===== src/rtl/dmem_port_arbiter.sv =====
// rtl/dmem_port_arbiter.sv - round-robin data memory port arbiter with bounded burst hold
module dmem_port_arbiter #(
    parameter int ADDR_W    = 8,
    parameter int DATA_W    = 32,
    parameter int MAX_BURST = 4
) (
    input  logic              clk,
    input  logic              rst,
    input  logic              m0_req,
    input  logic              m0_we,
    input  logic [ADDR_W-1:0] m0_addr,
    input  logic [DATA_W-1:0] m0_wdata,
    output logic              m0_gnt,
    output logic              m0_rvalid,
    input  logic              m1_req,
    input  logic              m1_we,
    input  logic [ADDR_W-1:0] m1_addr,
    input  logic [DATA_W-1:0] m1_wdata,
    output logic              m1_gnt,
    output logic              m1_rvalid,
    output logic [DATA_W-1:0] rdata,
    output logic              mem_en,
    output logic              mem_we,
    output logic [ADDR_W-1:0] mem_addr,
    output logic [DATA_W-1:0] mem_wdata,
    input  logic [DATA_W-1:0] mem_rdata
);

    localparam int               CNT_W     = $clog2(MAX_BURST + 1);
    localparam logic [CNT_W-1:0] BURST_LIM = CNT_W'(MAX_BURST);
    localparam logic [CNT_W-1:0] CNT_ONE   = CNT_W'(1);

    logic             owner_q, owner_d;
    logic             owner_valid_q, owner_valid_d;
    logic [CNT_W-1:0] burst_cnt_q, burst_cnt_d;
    logic             rr_ptr_q, rr_ptr_d;
    logic             rd_pend0_q, rd_pend0_d;
    logic             rd_pend1_q, rd_pend1_d;

    logic gnt0, gnt1, gnt_any, pick;

    // Same-cycle grant: a single requester wins outright; under contention the
    // owner keeps the port until its burst budget is spent, else the other side wins.
    always_comb begin
        gnt0 = 1'b0;
        gnt1 = 1'b0;
        pick = rr_ptr_q;
        if (!rst) begin
            if (m0_req && !m1_req) begin
                gnt0 = 1'b1;
            end else if (m1_req && !m0_req) begin
                gnt1 = 1'b1;
            end else if (m0_req && m1_req) begin
                if (owner_valid_q && (burst_cnt_q < BURST_LIM)) begin
                    pick = owner_q;
                end else if (owner_valid_q) begin
                    pick = ~owner_q;
                end else begin
                    pick = rr_ptr_q;
                end
                gnt0 = ~pick;
                gnt1 = pick;
            end
        end
    end

    assign gnt_any = gnt0 | gnt1;
    assign m0_gnt  = gnt0;
    assign m1_gnt  = gnt1;

    // Memory port mux; idle cycles drive zeros so the bus is quiet.
    always_comb begin
        mem_en    = gnt_any;
        mem_we    = 1'b0;
        mem_addr  = '0;
        mem_wdata = '0;
        if (gnt0) begin
            mem_we    = m0_we;
            mem_addr  = m0_addr;
            mem_wdata = m0_wdata;
        end else if (gnt1) begin
            mem_we    = m1_we;
            mem_addr  = m1_addr;
            mem_wdata = m1_wdata;
        end
    end

    // Next-state for ownership, burst counting and read tracking.
    always_comb begin
        owner_d       = owner_q;
        owner_valid_d = 1'b0;
        burst_cnt_d   = '0;
        rr_ptr_d      = rr_ptr_q;
        if (gnt_any) begin
            owner_d       = gnt1;
            owner_valid_d = 1'b1;
            rr_ptr_d      = ~gnt1;
            if (!owner_valid_q || (owner_q != gnt1)) begin
                burst_cnt_d = CNT_ONE;
            end else if (burst_cnt_q >= BURST_LIM) begin
                burst_cnt_d = BURST_LIM;
            end else begin
                burst_cnt_d = burst_cnt_q + CNT_ONE;
            end
        end
        rd_pend0_d = gnt0 & ~m0_we;
        rd_pend1_d = gnt1 & ~m1_we;
    end

    // State registers with synchronous reset.
    always_ff @(posedge clk) begin
        if (rst) begin
            owner_q       <= 1'b0;
            owner_valid_q <= 1'b0;
            burst_cnt_q   <= '0;
            rr_ptr_q      <= 1'b0;
            rd_pend0_q    <= 1'b0;
            rd_pend1_q    <= 1'b0;
        end else begin
            owner_q       <= owner_d;
            owner_valid_q <= owner_valid_d;
            burst_cnt_q   <= burst_cnt_d;
            rr_ptr_q      <= rr_ptr_d;
            rd_pend0_q    <= rd_pend0_d;
            rd_pend1_q    <= rd_pend1_d;
        end
    end

    // A reset arriving right after a read grant suppresses that read's return.
    assign m0_rvalid = rd_pend0_q & ~rst;
    assign m1_rvalid = rd_pend1_q & ~rst;
    assign rdata     = mem_rdata;

endmodule


===== config.mk =====
export PLATFORM = sky130hd
export DESIGN_NAME = dmem_port_arbiter
export DESIGN_NICKNAME = d
export VERILOG_FILES = /design/src/rtl/dmem_port_arbiter.sv
export SDC_FILE = /design/constraint.sdc
export NUM_CORES = 1
export LEC_CHECK = 0
export CAP_MARGIN = 25
export CORE_MARGIN = 5
export CORE_UTILIZATION = 22
export CTS_BUF_LIST = sky130_fd_sc_hd__clkbuf_8
export DETAILED_ROUTE_END_ITERATION = 10
export MAX_ROUTING_LAYER = met4
export PLACE_DENSITY = 0.9
export SYNTH_ARGS = -nofsm -noshare
export SYNTH_HDL_FRONTEND = slang
export SYNTH_SLANG_ARGS = --single-unit

===== constraint.sdc =====
create_clock -name clk -period 1.59 [get_ports clk]
set_input_delay 0.159 -clock clk [delete_from_list [all_inputs] [get_ports clk]]
set_output_delay 0.159 -clock clk [all_outputs]
set_load 0.02 [all_outputs]

# Yosys cells after proc, flatten, opt, wreduce, memory -nomap -nowiden
# Cells that the tools add are included.
# classes
n_bitwise	12
add_sub_neg	1
n_reduce_logical	11
mux	23
order_cmp	2
eq_ne	1
# op_table
op	count
two-way mux 32 bit	2
two-way mux 1 bit	18
two-way mux 8 bit	2
NOT 1 bit	7
bitwise AND 1 bit	4
logical AND 1 bit	4
OR reduction 4 bit	1
adder 3 x 1 -> 3 bit (second input constant)	1
greater-or-equal comparator 3 bit (second input constant)	1
logical NOT 1 bit	3
less-than comparator 3 bit (second input constant)	1
two-way mux 3 bit	1
OR reduction 3 bit	1
OR reduction 2 bit	1
logical OR 1 bit	1
!= test 1 bit	1
OR 1 bit	1
# totals
output_inout_bits	78
reg_bits	8

# Longest topological paths before layout
# Gate-level depths: netlist of run 1.
# logic_depth
depth_word	15
depth_mapped	6
ltp_nobuf	4

# Worst setup path before layout of run 1
# No wires, ideal clock.
# synth_timing
kind	register to output
startpoint	register owner_valid_q
endpoint	output port mem_wdata[15]
required_ps	1431
arrival_ps	1439
path_stages_with_launch	7
path_slack_ps	-8
cell_sequence	dfxtp_1 -> clkbuf_1 -> nand2_1 -> o211a_1 -> buf_6 -> buf_6 -> a22o_1
# synth_via
elab_chain_cells	12
elab_cells_between_ends	18
cone_classes	16 x mux; 1 x bitwise; 1 x reduce/logical
# synth_lines
element	line_no	source
from (decl)	34	logic owner_valid_q, owner_valid_d;
from (signal assigned)	121	owner_valid_q <= owner_valid_d;
two-way mux 1 bit / logical AND 1 bit (equally long branches)	56, 54	
two-way mux 1 bit *	54	if (owner_valid_q && (burst_cnt_q < BURST_LIM)) begin
two-way mux 1 bit *	53	end else if (m0_req && m1_req) begin
two-way mux 1 bit *	51	end else if (m1_req && !m0_req) begin
two-way mux 1 bit *	49	if (m0_req && !m1_req) begin
two-way mux 1 bit *	48	if (!rst) begin
two-way mux 1 bit *	53	
two-way mux 1 bit *	51	
two-way mux 1 bit *	49	
two-way mux 1 bit *	48	
via m1_gnt	19	output logic m1_gnt,
two-way mux 32 bit *	81	end else if (gnt1) begin
two-way mux 32 bit *	77	if (gnt0) begin
to (decl)	25	output logic [DATA_W-1:0] mem_wdata,
# The timed path passes the listed nets; every way through them passes the cells marked *. The select of a mux whose other input is x is not followed.

# Worst setup path after layout of run 1
# layout_timing
startpoint	register rr_ptr_q
endpoint	output port mem_wdata[31]
# layout_via
elab_chain_cells	12
elab_cells_between_ends	17
cone_classes	16 x mux; 1 x bitwise
# layout_lines
element	line_no	source
from (decl)	36	logic rr_ptr_q, rr_ptr_d;
from (signal assigned)	123	rr_ptr_q <= rr_ptr_d;
two-way mux 1 bit *	56	end else if (owner_valid_q) begin
two-way mux 1 bit *	54	
two-way mux 1 bit *	53	
two-way mux 1 bit *	51	
two-way mux 1 bit *	49	
two-way mux 1 bit *	48	
two-way mux 1 bit / NOT 1 bit (equally long branches)	53, 61	
two-way mux 1 bit, on equally long branches	51, 53	
two-way mux 1 bit, on equally long branches	49, 51	
two-way mux 1 bit, on equally long branches	48, 49	
two-way mux 32 bit / two-way mux 1 bit (equally long branches)	81, 48	
two-way mux 32 bit *	77	
# Mark *: on every way between the ends. The rest lies on a longest branch, timed or not. The select of a mux whose other input is x is not followed.

==> results.sh, run 1 <==
export IMPL_grtUsageTotal_pct=14.5
export IMPL_drt_iter0_markers=39
export IMPL_start_util_pct=22.6
export IMPL_worstPathRequired_ps=1430
export IMPL_ir_worst_vdd_mv=0.234
export IMPL_syn_area_mm2=0.00115
export IMPL_synth_most_common_cell="a22o_1"
export IMPL_first_pass_iters=4
export IMPL_cts_hold_buf=0
export IMPL_synthDistinctLibCells=29
export IMPL_setup_viol=42
export IMPL_crit_fanout=11
export IMPL_relSlewSlack_pct=79.2
export IMPL_synth_edf_count=0
export IMPL_fill_cells=492
export IMPL_place_gp_congestion=0.839
export IMPL_place_area_mm2=0.00238
export IMPL_drc=0
export IMPL_synth_area_leaders="a22o_1 31%, buf_4 21%, dfxtp_1 14%, buf_6 4.9%, nor2b_1 3.8%"
export IMPL_syn_instance_count=141
export IMPL_place_ws_ps=-740
export IMPL_fp_dieW_um=82.5
export IMPL_clock_latency_ps=230
export IMPL_path_class="reg2out"
export IMPL_die_y_um=82.5
export IMPL_drv_cap=0
export IMPL_core_area_mm2=0.00511
export IMPL_critPathLaunchType="flip-flop"
export IMPL_clockBufferDepth=2
export IMPL_p_leak_uw=0.00111
export IMPL_area_growth_pct=114
export IMPL_tightest_slew_ps=308
export IMPL_fin_nets=377
export IMPL_avgSynthCellArea_um2=8.19
export IMPL_hp_class="in2out"
export IMPL_violations="negative setup slack"
export IMPL_final_util_pct=48.4
export IMPL_min_period_ps=1890
export IMPL_port_buffer_count=131
export IMPL_grt_start_max_net_pins=23
export IMPL_final_area_mm2=0.00247
export IMPL_synth_seq_cells=8
export IMPL_synthesis_nets=261
export IMPL_finalCritPeriodShare_pct=119
export IMPL_dieArea_mm2=0.00680
export IMPL_setup_ws_ps=-300
export IMPL_antenna_cells=0
export IMPL_synth_warning_count=0
export IMPL_synth_top_area_share_pct=31.1
export IMPL_vias=1560
export IMPL_ant_nets=0
export IMPL_rsz0062_at_grt="true"
export IMPL_seq_area_frac_synth_pct=13.9
export IMPL_synth_main_ff_cell="dfxtp_1"
export IMPL_worst_ep_arrival_time_ps=1730
export IMPL_clk_pin_slew_ps=40
export IMPL_synth_common_cells="41 x a22o_1, 33 x buf_4, 8 x dfxtp_1"
export IMPL_crit_path_end_kind="output pin"
export IMPL_cts_max_level=1
export IMPL_hold_violations=0
export IMPL_vias_per_cell=4.80
export IMPL_synthArstFlopShare_pct=0
export IMPL_cts_inserted_buffers=3
export IMPL_clock_sinks=8
export IMPL_status="complete, but fails checks"
export IMPL_wl_per_cell_um=16.8
export IMPL_grt_pass1_vias=1518
export IMPL_drv_slew=0
export IMPL_cts_tree="done"
export IMPL_io_pins=196
export IMPL_overflow=0
export IMPL_antenna_found_initial=0
export IMPL_grt_pass1_wl_mm=7.25
export IMPL_cts_root_buffer="clkbuf_8"
export IMPL_max_clock_freq_mhz=529
export IMPL_dp_hpwl_mm=4.07
export IMPL_layout_drive_gt1_share_pct=32.2
export IMPL_fin_hold_ws_ps=318
export IMPL_p_per_area_mw_per_mm2=483
export IMPL_num_rows=26
export IMPL_wl_mm=5.47
export IMPL_final_setup_skew_ps=3.11
export IMPL_synth_largest_area_cell="a22o_1"
## critical path, cell delays in order (launching register included)
cell and delay (ps):
dfxtp_2 320, or3b_4 400, o211a_4 210, buf_12 160, a22o_1 240, buf_2 160
## logic make-up after synthesis
logic type	count (synthesis)	synth area share, %
AOI/OAI and AO/OA	56	40.5
buffers and inverters	51	31.3
and+or+nand+nor	22	10.6
DFF	8	13.9
xor gates and xnor gates	2	1.52
adders and majority gates	2	2.17
## final cells by class
type / instances / area [µm²] / share of cell area, %
Timing Repair Buffer: 158 / 1500 / 60.8
Clock buffer: 3 / 41.3 / 1.67
Multi-Input combinational cell: 82 / 661 / 26.7
Tap cell: 70 / 87.6 / 3.55
Inverter: 4 / 15.0 / 0.608
Sequential cell: 8 / 164 / 6.64
## where the power goes
part / leakage, µW / switching [µW] / internal, µW
Combinational: 0.00102 / 300 / 429
Sequential: 0.0000668 / 7.53 / 213
Clock: 0.0000216 / 80.6 / 164
Total: 0.00111 / 388 / 806
## metrics by stage
stage | std cells | TNS, ps | total power [µW]
2_1_floorplan | 141 | 0 | 624
3_3_place_gp | 313 | -30250 | 928
3_5_place_dp | 313 | -30770 | 936
4_1_cts | 323 | -11580 | 1200
5_1_grt | 325 | -12920 | 1250
6_report | 325 | -11280 | 1190
## per-layer routing
metal | wire length, µm | share of wire [%] | GRT usage, % | up-vias
li1 | - | - | - | 724
met1 | 2070 | 38 | 16.2 | 711
met2 | 2690 | 49 | 25.4 | 109
met3 | 587 | 11 | 3.80 | 16
met4 | 124 | 2.3 | 4.32 | 0
met5 | 0 | 0 | - | -
## placed cells by master (no fill, tap or decap)
cell type / n
dfxtp_2: 3
o21ai_0: 3
nand4_1: 1
a31oi_1: 1
clkbuf_8: 3
nand2_1: 3
o311ai_0: 1
nand3b_1: 1
a221o_1: 1
buf_16: 4
buf_6: 14
nor3_1: 1
o211a_4: 2
a31o_2: 1
dfxtp_1: 5
a311oi_1: 1
a211oi_1: 1
a21oi_1: 3
buf_4: 20
a221oi_1: 1
buf_2: 28
ha_1: 2
dlygate4sd2_1: 6
or3b_4: 1
nor2b_1: 5
inv_1: 4
nor2_1: 3
nor2b_2: 2
buf_12: 3
a22o_1: 41
xor2_1: 1
clkdlybuf4s50_1: 83
nand3_1: 4
xnor2_2: 1
nand2b_1: 1
## final timing paths
| check | cells after the start | end | slack, ps | from |
|---|---|---|---|---|
| max | 5 | mem_wdata[31] | -300 | rr_ptr_q |
| min reg2reg | 3 | rr_ptr_q | 670 | rr_ptr_q |
| max reg2reg | 5 | owner_q | 240 | owner_valid_q |
| min | 0 | rdata[11] | 320 | mem_rdata[11] |
## sequential cells by signal, summed over array words and instances, names as in the netlist
signal / cells
rr_ptr_q: 1
burst_cnt_q: 3
owner_valid_q: 1
owner_q: 1
rd_pend1_q: 1
rd_pend0_q: 1
## repair_timing
item | in CTS | in global routing
gates resized for setup | 209 | 6
buffers inserted | 3 | 2
cloned | 4 | 0
pin swaps | 2 | 12
setup endpoints to repair | 46 | 43
(Power assumes the default switching activity.)
==> run 2: changes to the inputs <==
--- a/config.mk
+++ b/config.mk
@@ -12,6 +12,7 @@
 export DETAILED_ROUTE_END_ITERATION = 10
 export MAX_ROUTING_LAYER = met4
 export PLACE_DENSITY = 0.9
+export RECOVER_POWER = 25
 export SYNTH_ARGS = -nofsm -noshare
 export SYNTH_HDL_FRONTEND = slang
 export SYNTH_SLANG_ARGS = --single-unit
==> results of run 2 <==
The final DEF is identical to that of run 1; final timing and power are the same.
==> run 3: changes to the inputs <==
--- a/config.mk
+++ b/config.mk
@@ -7,11 +7,11 @@
 export LEC_CHECK = 0
 export CAP_MARGIN = 25
 export CORE_MARGIN = 5
-export CORE_UTILIZATION = 22
+export CORE_UTILIZATION = 24
 export CTS_BUF_LIST = sky130_fd_sc_hd__clkbuf_8
 export DETAILED_ROUTE_END_ITERATION = 10
 export MAX_ROUTING_LAYER = met4
-export PLACE_DENSITY = 0.9
+export PLACE_DENSITY = 0.95
 export RECOVER_POWER = 25
 export SYNTH_ARGS = -nofsm -noshare
 export SYNTH_HDL_FRONTEND = slang
==> constraint.sdc (replaced) <==
create_clock -name clk -period 2.2 [get_ports clk]
set_input_delay 0.22 -clock clk [delete_from_list [all_inputs] [get_ports clk]]
set_output_delay 0.22 -clock clk [all_outputs]
set_load 0.02 [all_outputs]
==> run 3 against run 2 <==
Compared with the run above:
- the flow now finishes without violations
- final area down 10%
- die area down 7.3%
- total power down 33%
- critical path type is now in2out
- sequential cell count unchanged
- core utilization down 1.1 points
- cell count down 9.2%
- register-to-register slack better by 590 ps
- hold slack better by 120 ps
- first-iteration DRC count up 72%
- clock skew up 1.4 ps
- non-clock buffer count down 14
- clock power down 31%
==> results.sh, run 3 (same netlist as run 1, synthesis figures left out) <==
export IMPL_status="finished, final reports clean"
export IMPL_io_pins=196
export IMPL_first_pass_iters=4
export IMPL_vias=1458
export IMPL_port_buffer_count=131
export IMPL_finalPower_uw=795
export IMPL_crit_path_end_kind="output pin"
export IMPL_worst_ep_arrival_time_ps=1950
export IMPL_grt_start_max_net_pins=44
export IMPL_cts_inserted_buffers=3
export IMPL_p_per_area_mw_per_mm2=359
export IMPL_vias_per_cell=4.94
export IMPL_layout_cells_most_common="clkdlybuf4s50_1"
export IMPL_layout_drive_gt1_share_pct=24.9
export IMPL_core_area_mm2=0.00469
export IMPL_ir_worst_vdd_mv=0.189
export IMPL_min_to="rdata[11]"
export IMPL_hold_violations=0
export IMPL_drt_iter0_markers=67
export IMPL_dieArea_mm2=0.00630
export IMPL_hp_class="in2out"
export IMPL_area_growth_pct=92.0
export IMPL_p_leak_uw=0.000980
export IMPL_start_util_pct=24.6
export IMPL_place_ws_ps=-283
export IMPL_wl_per_cell_um=17.3
export IMPL_cp_cell_sequence="clkdlybuf4s50_1 -> or3b_4 -> o211a_4 -> buf_12 -> a22o_1 -> clkdlybuf4s15_1"
export IMPL_path_class="in2out"
export IMPL_rrSetupSlack_ps=830
export IMPL_setup_viol=0
export IMPL_setup_ws_ps=31.0
export IMPL_drv_slew=0
export IMPL_cts_root_buffer="clkbuf_8"
export IMPL_top_register="burst_cnt_q"
export IMPL_highest_signal_layer="met4"
export IMPL_grt_pass1_vias=1468
export IMPL_drc=0
export IMPL_clockBufferDepth=2
export IMPL_fin_nets=363
export IMPL_die_y_um=79.4
export IMPL_min_period_ps=2170
export IMPL_slowest_delay_ps=480
export IMPL_dp_hpwl_mm=4.18
export IMPL_worstHoldPathCells=0
export IMPL_antenna_found_initial=0
export IMPL_num_rows=25
export IMPL_wl_mm=5.12
export IMPL_fill_cells=474
export IMPL_fin_hold_ws_ps=440
export IMPL_cts_tree="done"
export IMPL_worstPathRequired_ps=1980
export IMPL_antenna_cells=0
export IMPL_rr_endpoint="burst_cnt_q[0]"
export IMPL_rsz0062_at_grt="true"
export IMPL_ant_nets=0
export IMPL_rr_worst_depth=4
export IMPL_dr_wl_met3_um=636
export IMPL_place_gp_congestion=0.889
export IMPL_clock_latency_ps=220
export IMPL_crit_fanout=23
export IMPL_relSlewSlack_pct=78.4
export IMPL_slowest_stage="clkdlybuf4s50_1"
export IMPL_final_util_pct=47.3
export IMPL_tightest_slew_ps=321
export IMPL_max_clock_freq_mhz=461
export IMPL_fp_dieW_um=79.4
export IMPL_layout_cells_most_common_list="88 x clkdlybuf4s50_1, 41 x a22o_1, 36 x clkbuf_2"
export IMPL_placed_cells=291
export IMPL_drv_cap=0
export IMPL_min_from="mem_rdata[11]"
export IMPL_overflow=0
export IMPL_wl_met1_mm=1.81
export IMPL_clock_sinks=8
export IMPL_rr_startpoint="burst_cnt_q[2]"
export IMPL_wl_met2_mm=2.64
export IMPL_final_cells=295
export IMPL_largest_register_ffs=3
export IMPL_finalCritPeriodShare_pct=98.6
export IMPL_cts_max_level=1
export IMPL_critPathLaunchType="input pin"
export IMPL_final_setup_skew_ps=4.49
export IMPL_grtUsageTotal_pct=14.6
export IMPL_grt_pass1_wl_mm=7.07
-- run 3: report_power, final --
part	internal, µW	switching, µW
clock network	118	52.4
registers	153	6.93
logic	264	201
total	535	260
-- run 3: repair_timing --
action                     CTS  global route
setup endpoints to repair   41            40
hold buffers                 0             0
cloned                       0             1
gates resized for setup     57            63
buffers inserted             0             0
-- run 3: worst max-delay path, delay by kind of cell --
family / cells / cell delay, ps
buffers and inverters: 3 / 930
AOI/OAI and AO/OA: 2 / 390
and+or+nand+nor: 1 / 400
-- run 3: worst max-delay path by stage --
stage	start	endpoint	cells after the start	slack (ps)
6_report	m0_req	mem_wdata[24]	6	30
5_1_grt	m0_req	mem_wdata[24]	6	-20
4_1_cts	m0_req	mem_wdata[28]	6	1
3_5_place_dp	m0_req	mem_wdata[28]	6	-280
3_3_place_gp	m0_req	mem_addr[4]	7	-270
2_1_floorplan	owner_valid_q	mem_wdata[15]	6	540
-- run 3: routing by layer --
metal	up-vias	GRT usage (%)
li1	694	-
met1	660	15.8
met2	102	26.9
met3	2	4.54
met4	0	2.06
met5	-	-
-- run 3: cell type report --
cell class	instances	area (µm²)	area share, %
multi-input cells	82	653	29.5
well taps	54	67.6	3.05
repair buffers	144	1280	57.7
flip-flops and latches	8	160	7.22
clock buffers	3	41.3	1.86
inverters	4	15.0	0.677
-- run 3: metrics by stage --
stage	setup TNS, ps	instance area, µm²
5_1_grt	-16.2	2220
6_report	0	2220
3_3_place_gp	-9540	2310
2_1_floorplan	0	1150
3_5_place_dp	-10120	2310
4_1_cts	0	2330
